--- src/rtl/lsu_pkg.sv ---
// lsu_pkg: shared constants, FSM state type and access-size decode for
// the load/store unit.
package lsu_pkg;

  localparam int DATA_WIDTH = 32;
  localparam int ADDR_WIDTH = 32;

  localparam logic [2:0] F3_B  = 3'b000;
  localparam logic [2:0] F3_H  = 3'b001;
  localparam logic [2:0] F3_W  = 3'b010;
  localparam logic [2:0] F3_BU = 3'b100;
  localparam logic [2:0] F3_HU = 3'b101;

  typedef enum logic [1:0] {
    ST_IDLE  = 2'd0,
    ST_READ  = 2'd1,
    ST_MERGE = 2'd2,
    ST_WRITE = 2'd3
  } state_t;

  typedef enum logic [1:0] {
    SZ_B = 2'd0,
    SZ_H = 2'd1,
    SZ_W = 2'd2
  } size_t;

  // Unlisted funct3 encodings fall through to a full-word access.
  function automatic size_t size_decode(input logic [2:0] f3);
    case (f3)
      F3_B, F3_BU: size_decode = SZ_B;
      F3_H, F3_HU: size_decode = SZ_H;
      default:     size_decode = SZ_W;
    endcase
  endfunction

  function automatic logic is_unsigned(input logic [2:0] f3);
    is_unsigned = (f3 == F3_BU) || (f3 == F3_HU);
  endfunction

endpackage

--- src/rtl/load_store_unit_if.sv ---
// load_store_unit_if: request/response and DATA_MEMORY signals of the
// load/store unit. slave = the unit, master = requester plus memory side.
interface load_store_unit_if;
  import lsu_pkg::*;

  logic                  i_valid;
  logic                  o_ready;
  logic                  i_is_store;
  logic [2:0]            i_funct3;
  logic [ADDR_WIDTH-1:0] i_addr;
  logic [DATA_WIDTH-1:0] i_wdata;
  logic [DATA_WIDTH-1:0] o_rdata;
  logic                  o_done;
  logic                  o_misaligned;
  logic [ADDR_WIDTH-1:0] o_mem_addr;
  logic [DATA_WIDTH-1:0] o_mem_wd;
  logic                  o_mem_wen;
  logic                  o_mem_ren;
  logic [DATA_WIDTH-1:0] i_mem_rd;

  modport slave (
    input  i_valid, i_is_store, i_funct3, i_addr, i_wdata, i_mem_rd,
    output o_ready, o_rdata, o_done, o_misaligned,
    output o_mem_addr, o_mem_wd, o_mem_wen, o_mem_ren
  );

  modport master (
    output i_valid, i_is_store, i_funct3, i_addr, i_wdata, i_mem_rd,
    input  o_ready, o_rdata, o_done, o_misaligned,
    input  o_mem_addr, o_mem_wd, o_mem_wen, o_mem_ren
  );

endinterface

--- src/rtl/lsu_align.sv ---
// lsu_align: combinational lane logic. Extracts and extends a byte/half/word
// from a memory word, and builds the write word for sub-word stores.
module lsu_align
  import lsu_pkg::*;
(
  input  logic [31:0] rd_word,
  input  logic [31:0] wdata,
  input  logic [1:0]  lane,
  input  logic [2:0]  funct3,
  output logic [31:0] ext_data,
  output logic [31:0] merged
);

  size_t      sz;
  logic [7:0] word_bytes [4];

  assign sz = size_decode(funct3);

  // Per-lane byte view of the read word and per-lane write-word select.
  for (genvar gi = 0; gi < 4; gi++) begin : g_lane
    logic sel_b;
    logic sel_h;
    assign word_bytes[gi] = rd_word[8*gi +: 8];
    assign sel_b = (sz == SZ_B) && (lane == 2'(gi));
    assign sel_h = (sz == SZ_H) && (lane[1] == 1'(gi / 2));
    assign merged[8*gi +: 8] = (sz == SZ_W) ? wdata[8*gi +: 8] :
                               sel_b        ? wdata[7:0] :
                               sel_h        ? wdata[8*(gi % 2) +: 8] :
                                              rd_word[8*gi +: 8];
  end

  // Select the addressed lane and sign/zero extend it.
  always_comb begin
    logic [7:0]  b_sel;
    logic [15:0] h_sel;
    b_sel    = word_bytes[lane];
    h_sel    = lane[1] ? rd_word[31:16] : rd_word[15:0];
    ext_data = rd_word;
    case (sz)
      SZ_B: ext_data = is_unsigned(funct3) ? {24'h0, b_sel} : {{24{b_sel[7]}}, b_sel};
      SZ_H: ext_data = is_unsigned(funct3) ? {16'h0, h_sel} : {{16{h_sel[15]}}, h_sel};
      default: ext_data = rd_word;
    endcase
  end

endmodule

--- src/rtl/load_store_unit.sv ---
// load_store_unit: RV32I load/store initiator for a word-only DATA_MEMORY
// with registered read. Sub-word stores use read-modify-write.
// Optional feature macro: MISALIGN_TRAP_EN (trap misaligned H/W accesses
// instead of force-aligning them).
module load_store_unit
  import lsu_pkg::*;
(
  input logic              i_clk,
  input logic              i_rst,
  load_store_unit_if.slave bus
);

  state_t      state_reg;
  logic [31:0] mem_addr_reg;
  logic [31:0] mem_wd_reg;
  logic [31:0] wdata_reg;
  logic [31:0] rdata_reg;
  logic [2:0]  funct3_reg;
  logic [1:0]  lane_reg;
  logic        is_store_reg;
  logic        done_reg;

  size_t       req_size;
  logic [1:0]  req_lane;
  logic        accept_ok;
  logic [31:0] ext_data;
  logic [31:0] merged;

  assign req_size = size_decode(bus.i_funct3);

  // Force-aligned lane; identical to the raw bits for aligned requests.
  always_comb begin
    req_lane = bus.i_addr[1:0];
    case (req_size)
      SZ_H:    req_lane = {bus.i_addr[1], 1'b0};
      SZ_W:    req_lane = 2'b00;
      default: req_lane = bus.i_addr[1:0];
    endcase
  end

`ifdef MISALIGN_TRAP_EN
  logic mis_reg;
  logic mis_req;
  assign mis_req = ((req_size == SZ_H) && bus.i_addr[0]) ||
                   ((req_size == SZ_W) && (bus.i_addr[1:0] != 2'b00));
  assign accept_ok = !mis_req;
  assign bus.o_misaligned = mis_reg;
`else
  assign accept_ok = 1'b1;
  assign bus.o_misaligned = 1'b0;
`endif

  lsu_align u_align (
    .rd_word  (bus.i_mem_rd),
    .wdata    (wdata_reg),
    .lane     (lane_reg),
    .funct3   (funct3_reg),
    .ext_data (ext_data),
    .merged   (merged)
  );

  // Control FSM with all request, result and memory-side registers.
  always_ff @(posedge i_clk) begin
    if (i_rst) begin
      state_reg    <= ST_IDLE;
      mem_addr_reg <= '0;
      mem_wd_reg   <= '0;
      wdata_reg    <= '0;
      rdata_reg    <= '0;
      funct3_reg   <= F3_W;
      lane_reg     <= 2'b00;
      is_store_reg <= 1'b0;
      done_reg     <= 1'b0;
`ifdef MISALIGN_TRAP_EN
      mis_reg      <= 1'b0;
`endif
    end else begin
      done_reg <= 1'b0;
`ifdef MISALIGN_TRAP_EN
      mis_reg  <= 1'b0;
`endif
      case (state_reg)
        ST_IDLE: begin
          if (bus.i_valid) begin
            mem_addr_reg <= {bus.i_addr[31:2], 2'b00};
            if (accept_ok) begin
              lane_reg     <= req_lane;
              funct3_reg   <= bus.i_funct3;
              wdata_reg    <= bus.i_wdata;
              is_store_reg <= bus.i_is_store;
              if (bus.i_is_store && (req_size == SZ_W)) begin
                mem_wd_reg <= bus.i_wdata;
                state_reg  <= ST_WRITE;
              end else begin
                state_reg  <= ST_READ;
              end
            end
`ifdef MISALIGN_TRAP_EN
            else begin
              done_reg  <= 1'b1;
              mis_reg   <= 1'b1;
              rdata_reg <= '0;
            end
`endif
          end
        end
        ST_READ: state_reg <= ST_MERGE;
        ST_MERGE: begin
          if (is_store_reg) begin
            mem_wd_reg <= merged;
            state_reg  <= ST_WRITE;
          end else begin
            rdata_reg <= ext_data;
            done_reg  <= 1'b1;
            state_reg <= ST_IDLE;
          end
        end
        ST_WRITE: begin
          done_reg  <= 1'b1;
          state_reg <= ST_IDLE;
        end
        default: state_reg <= ST_IDLE;
      endcase
    end
  end

  assign bus.o_ready    = (state_reg == ST_IDLE);
  assign bus.o_mem_ren  = (state_reg == ST_READ);
  assign bus.o_mem_wen  = (state_reg == ST_WRITE);
  assign bus.o_mem_addr = mem_addr_reg;
  assign bus.o_mem_wd   = mem_wd_reg;
  assign bus.o_rdata    = rdata_reg;
  assign bus.o_done     = done_reg;

endmodule
--- src/flat_wrapper.sv ---
// flat-port wrapper written by rule: the top's interface ports become plain ports
module load_store_unit_flat import lsu_pkg::*;
  (i_clk, i_rst, bus_i_valid, bus_i_is_store, bus_i_funct3, bus_i_addr, bus_i_wdata, bus_i_mem_rd, bus_o_ready, bus_o_rdata, bus_o_done, bus_o_misaligned, bus_o_mem_addr, bus_o_mem_wd, bus_o_mem_wen, bus_o_mem_ren);
  load_store_unit_if bus_i ();
  input logic i_clk;
  input logic i_rst;
  input wire logic [$bits(bus_i.i_valid)-1:0] bus_i_valid;
  input wire logic [$bits(bus_i.i_is_store)-1:0] bus_i_is_store;
  input wire logic [$bits(bus_i.i_funct3)-1:0] bus_i_funct3;
  input wire logic [$bits(bus_i.i_addr)-1:0] bus_i_addr;
  input wire logic [$bits(bus_i.i_wdata)-1:0] bus_i_wdata;
  input wire logic [$bits(bus_i.i_mem_rd)-1:0] bus_i_mem_rd;
  output wire logic [$bits(bus_i.o_ready)-1:0] bus_o_ready;
  output wire logic [$bits(bus_i.o_rdata)-1:0] bus_o_rdata;
  output wire logic [$bits(bus_i.o_done)-1:0] bus_o_done;
  output wire logic [$bits(bus_i.o_misaligned)-1:0] bus_o_misaligned;
  output wire logic [$bits(bus_i.o_mem_addr)-1:0] bus_o_mem_addr;
  output wire logic [$bits(bus_i.o_mem_wd)-1:0] bus_o_mem_wd;
  output wire logic [$bits(bus_i.o_mem_wen)-1:0] bus_o_mem_wen;
  output wire logic [$bits(bus_i.o_mem_ren)-1:0] bus_o_mem_ren;
  assign bus_i.i_valid = bus_i_valid;
  assign bus_i.i_is_store = bus_i_is_store;
  assign bus_i.i_funct3 = bus_i_funct3;
  assign bus_i.i_addr = bus_i_addr;
  assign bus_i.i_wdata = bus_i_wdata;
  assign bus_i.i_mem_rd = bus_i_mem_rd;
  assign bus_o_ready = bus_i.o_ready;
  assign bus_o_rdata = bus_i.o_rdata;
  assign bus_o_done = bus_i.o_done;
  assign bus_o_misaligned = bus_i.o_misaligned;
  assign bus_o_mem_addr = bus_i.o_mem_addr;
  assign bus_o_mem_wd = bus_i.o_mem_wd;
  assign bus_o_mem_wen = bus_i.o_mem_wen;
  assign bus_o_mem_ren = bus_i.o_mem_ren;
  load_store_unit u_core (.i_clk(i_clk), .i_rst(i_rst), .bus(bus_i));
endmodule
--- config.mk ---
export PLATFORM = sky130hd
export DESIGN_NAME = load_store_unit_flat
export DESIGN_NICKNAME = d
export VERILOG_FILES = /design/src/rtl/lsu_pkg.sv /design/src/rtl/load_store_unit_if.sv /design/src/rtl/lsu_align.sv /design/src/rtl/load_store_unit.sv /design/src/flat_wrapper.sv
export SDC_FILE = /design/constraint.sdc
export NUM_CORES = 1
export LEC_CHECK = 0
export CAP_MARGIN = 20
export CORE_MARGIN = 1
export CORE_UTILIZATION = 47
export DETAILED_ROUTE_END_ITERATION = 10
export GPL_TIMING_DRIVEN = 0
export PLACE_DENSITY = 0.93
export SLEW_MARGIN = 20
export SYNTH_ARGS = -nofsm -noshare
export SYNTH_HDL_FRONTEND = slang
export SYNTH_SLANG_ARGS = --single-unit
--- constraint.sdc ---
create_clock -name i_clk -period 2.25 [get_ports i_clk]
set_input_delay 0.5625 -clock i_clk [delete_from_list [all_inputs] [get_ports i_clk]]
set_output_delay 0.5625 -clock i_clk [all_outputs]
set_load 0.01 [all_outputs]
== Word level (Yosys, flattened, before mapping) ==
Index checks and enable logic that the tools add are counted.

* Reductions and logical operators: 21
* Eq/ne operators: 19
* Muxes and demuxes: 32
* Bitwise gates (word level): 3
* $lt $le $gt $ge: 1

{| class="wikitable"
|+ Operators by type and width
! kind !! number
|-
| $mux 32 || 5
|-
| $pmux 32 s2 || 2
|-
| $mux 8 || 14
|-
| $bmux 8 s2 || 1
|-
| $mux 16 || 1
|-
| $eq 2x2->1 const B || 6
|-
| $eq 3x3->1 const B || 4
|-
| $pmux 2 s2 || 3
|-
| $eq 2x1->1 const B || 4
|-
| $pmux 2 s4 || 1
|-
| $reduce_or 2->1 || 4
|-
| $logic_and 1x1->1 || 7
|-
| $eq 3x1->1 const B || 2
|-
| $logic_not 2->1 || 3
|-
| $logic_not 3->1 || 2
|-
| $mux 2 || 3
|-
| $ne 2x1->1 const B || 2
|-
| $reduce_and 2->1 || 2
|-
| $reduce_and 4->1 || 1
|-
| $ge 3x3->1 const B || 1
|-
| $not 2->3 || 1
|-
| $ne 2x2->1 const B || 1
|-
| $not 1->1 || 2
|-
| $pmux 1 s2 || 1
|-
| other kinds (3) || 3
|}

* Bits of input ports: 103
* Logic and storage cells: 85
* Flip-flop bits (word level): 135

== Longest topological paths before layout ==
* Word-level depth: 10
* Depth in mapped cells: 7

== Modules after synthesis ==
A second synthesis with hierarchy kept.

* Cell total of the unflattened synthesis: 857
* Area, all modules: 6,857.8 sq um

{| class="wikitable"
|+ By module, submodules not included
! module !! seq. area each (sq um) !! cells an instance !! area an instance (sq um) !! instances
|-
| load_store_unit || 2,702.6 || 610 || 5,245.0 || 1
|-
| lsu_align || 0.0 || 247 || 1,612.8 || 1
|}

== Worst setup path before layout ==
OpenSTA, ideal clock, no wires.

* Kind: input -> register
* From: in bus_i_mem_rd[31]
* To: reg u_core.rdata_reg[22], in the netlist u_core.bus.o_rdata[22]
* Path slack: 0.532 ns
* Data required time: 2.107 ns
* Library setup time: 0.143 ns
* Stages: 5
* Arrival time: 1.575 ns
* Cell sequence: mux4_2 -> mux2i_1 -> o31a_4 -> buf_6 -> a211oi_2

* Longest elaborated chain between the ends: 5
* Elaborated cells between the ends (all ways): 7
* Those cells by class: mux (7)

{| class="wikitable"
|+ Ends and longest elaborated chain
! what !! RTL line !! RTL
|-
| from (decl) || flat_wrapper.sv:12 || <nowiki>input wire logic [$bits(bus_i.i_mem_rd)-1:0] bus_i_mem_rd;</nowiki>
|-
| $bmux 8 s2 || lsu_align.sv:36 || <nowiki>b_sel = word_bytes[lane];</nowiki>
|-
| $mux 8 (not written as such) (2 in a row) || lsu_align.sv:36 ||
|-
| $mux 32 || lsu_align.sv:40 || <nowiki>SZ_B: ext_data = is_unsigned(funct3) ? {24'h0, b_sel} : {{24{b_sel[7]}}, b_sel};</nowiki>
|-
| $pmux 32 s2 (*) || lsu_align.sv:39 || <nowiki>case (sz)</nowiki>
|-
| to (signal assigned) || load_store_unit.sv:113 || <nowiki>rdata_reg <= ext_data;</nowiki>
|-
| to (decl) || load_store_unit.sv:17 || <nowiki>logic [31:0] rdata_reg;</nowiki>
|}

Mark *: on every way between the ends. The rest lies on a longest branch, timed or not. The select of a mux whose other input is x is not followed.
A chain may end at the register's enable or synchronous reset.

== Worst setup path in the final report ==
* From: reg u_core.state_reg[0]
* To: out bus_o_ready

* Longest elaborated chain between the ends: 1

{| class="wikitable"
|+ Ends and longest elaborated chain
! what !! RTL line !! RTL
|-
| from (decl) || load_store_unit.sv:13 || <nowiki>state_t state_reg;</nowiki>
|-
| from (signal assigned) || load_store_unit.sv:65 || <nowiki>state_reg <= ST_IDLE;</nowiki>
|-
| from (signal assigned) || load_store_unit.sv:93 || <nowiki>state_reg <= ST_WRITE;</nowiki>
|-
| from (signal assigned) || load_store_unit.sv:95 || <nowiki>state_reg <= ST_READ;</nowiki>
|-
| $logic_not 2->1 || load_store_unit.sv:127 || <nowiki>assign bus.o_ready = (state_reg == ST_IDLE);</nowiki>
|-
| to (decl) || flat_wrapper.sv:13 || <nowiki>output wire logic [$bits(bus_i.o_ready)-1:0] bus_o_ready;</nowiki>
|}

No other way between the ends.

==> results.toml <==
[routing]
drc = 0
drt-wirelength-per-cell_um = 19.2
vias = 6943
vias_per_cell = 5.87
ant_nets = 0
drt_iter0_drc = 866
firstDrtPassIters = 8
routed_wl_um = 22700

[setup_path]
cp-end-kind = "primary output"
critPathMaxFanout = 10
startpoint_type = "register"
r2r_slack_ps = 270
worstSetupPathType = "reg -> out"
required_ps = 1690
arrival_ps = 1630

[synth]
syn-cell-area_um2 = 6300
ys_ff_latch = 135
synth_ff_type = "dfxtp_1"
synth_edf_count = 0
netlist.area_leader.share_pct = 42.9
synth_xor_area_share_pct = 0
synthAdderAreaFrac_pct = 0
yosys_warnings = 0
syn_area_per_cell_um2 = 8.08
synthArstFlopShare_pct = 0
ys_types = 50
muxShareOfSynthArea_pct = 1.95
synth_cells = 780
synth-compound-area-share_pct = 27.5
post-synth-top-area-cell = "dfxtp_1"
synth-seq-area-share_pct = 42.9
synthTopCellsByArea = "dfxtp_1 43%, nand2_1 9.5%, a21oi_1 7.4%"
synth_top_family_by_area = "compound AO/OA/AOI/OAI gates"
synth_simple_gate_area_share_pct = 21.5

[die]
start_util_pct = 49.1
dieArea_um2 = 13900
fp.dieH_um = 118
fp.dieW_um = 118
coreArea_um2 = 12800
num_rows = 41
io_pins = 204

[finish]
num_antenna_cells = 0
fillers = 1033
drive_above_1_share_pct = 8.22
final_cell_mix = "197 x clkdlybuf4s50_1, 160 x nand2_1, 134 x dfxtp_1"
area_growth_pct = 44.2
final_common_cell = "clkdlybuf4s50_1"
fin_nets = 1103

[cts]
path_clk_slew_ps = 60
cts_setup_buffers = 0
h-tree-depth = 4
cts_made_buffers = 17
clock_path_buffers = 2
worstSkewPairLatency_ps = 430
cts_root_buffer = "clkbuf_16"
cts_sinks = 135
cts_tree = "built"

[sta]
fmax_ghz = 0.457
finalHoldViolCount = 0
rsz0062_at_grt = "no"
period_share_pct = 97.3
relSlewSlack_pct = 51.0
worstMarginPinSlew_ps = 735
finalSetupTns_ps = 0
setup_viol = 0
maxSlewViolCount = 0
post-route-min-period_ps = 2190
fin_skew_ps = 8.07

[grt]
overflow = 0
grt_max_degree = 17
grt_pass1_vias = 6788
grt_antenna_before_repair = 0
track_usage_pct = 32.8
grt_pass1_wl_um = 35400

[status]
outcome = "complete, no violations"

[pwr]
ir_drop_mv = 0.705
p_leak_nw = 3.30
total_power_w = 0.00685
cellPowerDensity_nw_per_um2 = 754

[run]
cap_viol_max_count = 0

[placement]
routabilityCongestion = 0.948
hpwl_um = 16900
numPortBuffers = 199

[hold_path]
hp-class = "reg -> reg"
## cells by family (layout without fill, tap and decap cells)
family / Yosys count / count (layout)
buf+inv: 84 / 312
other cells: 1 / 3
compound gates: 247 / 247
simple gates: 303 / 303
mux: 10 / 10
flops: 135 / 135
## synth_stat cells, types with 2 or more instances
| cell type | instances |
|---|---|
| nand2_1 | 160 |
| dfxtp_1 | 135 |
| a21oi_1 | 93 |
| nor2_1 | 69 |
| a211oi_1 | 46 |
| clkbuf_1 | 41 |
| buf_2 | 24 |
| nand2b_1 | 20 |
| a221oi_1 | 16 |
| nor2b_1 | 13 |
| o21ai_0 | 11 |
| a211oi_2 | 10 |
| a21o_1 | 10 |
| nand3b_1 | 10 |
| nand3_1 | 9 |
| a21boi_0 | 8 |
| and3_1 | 8 |
| inv_1 | 8 |
| mux2_2 | 8 |
| o2111ai_1 | 8 |
| o41ai_1 | 8 |
| a222oi_1 | 7 |
| a22o_1 | 7 |
| a22oi_1 | 7 |
| buf_4 | 7 |
| o311ai_1 | 5 |
| and2_1 | 3 |
| nor3b_1 | 3 |
| o311ai_0 | 3 |
| a211o_1 | 2 |
| buf_1 | 2 |
## final cells by class
cell class / count / area, µm² / area share [%]
Clock inverter: 4 / 70.1 / 0.771
Timing Repair Buffer: 199 / 2000 / 22.0
Buffer: 75 / 348 / 3.83
Clock buffer: 25 / 485 / 5.34
Multi-Input combinational cell: 563 / 3230 / 35.6
Tap cell: 172 / 215 / 2.37
Sequential cell: 135 / 2700 / 29.8
Inverter: 9 / 33.8 / 0.372
## critical path, stage by stage, from the launching register on
cell             delay [ps]
dfxtp_1                 310
clkbuf_4                170
nor2_1                  140
clkdlybuf4s50_1         580
## worst paths after layout
check | endpoint | startpoint | cells past startpoint
setup / recovery | bus_o_ready | u_core.state_reg[0]$_SDFFE_PP0P_ | 3
hold / removal | u_core.bus.o_mem_addr[30]$_SDFFE_PP0P_ | u_core.bus.o_mem_addr[30]$_SDFFE_PP0P_ | 2
setup reg to reg | u_core.bus.o_mem_wd[17]$_SDFFE_PP0P_ | u_core.lane_reg[1]$_SDFFE_PP0P_ | 5
hold reg to reg | u_core.bus.o_mem_addr[30]$_SDFFE_PP0P_ | u_core.bus.o_mem_addr[30]$_SDFFE_PP0P_ | 2
## power breakdown
group,switching (W),internal (W)
registers,0.000129,0.00258
clock network,0.000985,0.00169
logic,0.000776,0.000683
total,0.00189,0.00496
## through the flow
step / instances / hold WS, ps / setup slack, ps / utilization [%] / cell area [µm²]
after floorplan: 782 / 431 / 532 / - / 6310
after global placement: 1153 / 437 / -366 / 66.4 / 8520
after detailed placement: 1153 / 445 / -385 / 66.4 / 8520
after CTS: 1182 / 452 / 29.7 / 70.7 / 9070
after global routing: 1182 / 472 / 6.27 / 70.8 / 9080
final: 1182 / 451 / 61.6 / 70.8 / 9080
## timing repair
item	in CTS	in global routing
setup endpoints to repair	0	22
hold buffers	0	0
gates resized for setup	0	6
## per-layer routing
metal	vias to the layer above	share of wire (%)	track usage, %
li1	3200	-	-
met1	3218	38	38.9
met2	449	46	53.0
met3	76	11	10.7
met4	0	4.0	16.4
met5	-	0	0
(Power assumes the default switching activity.)
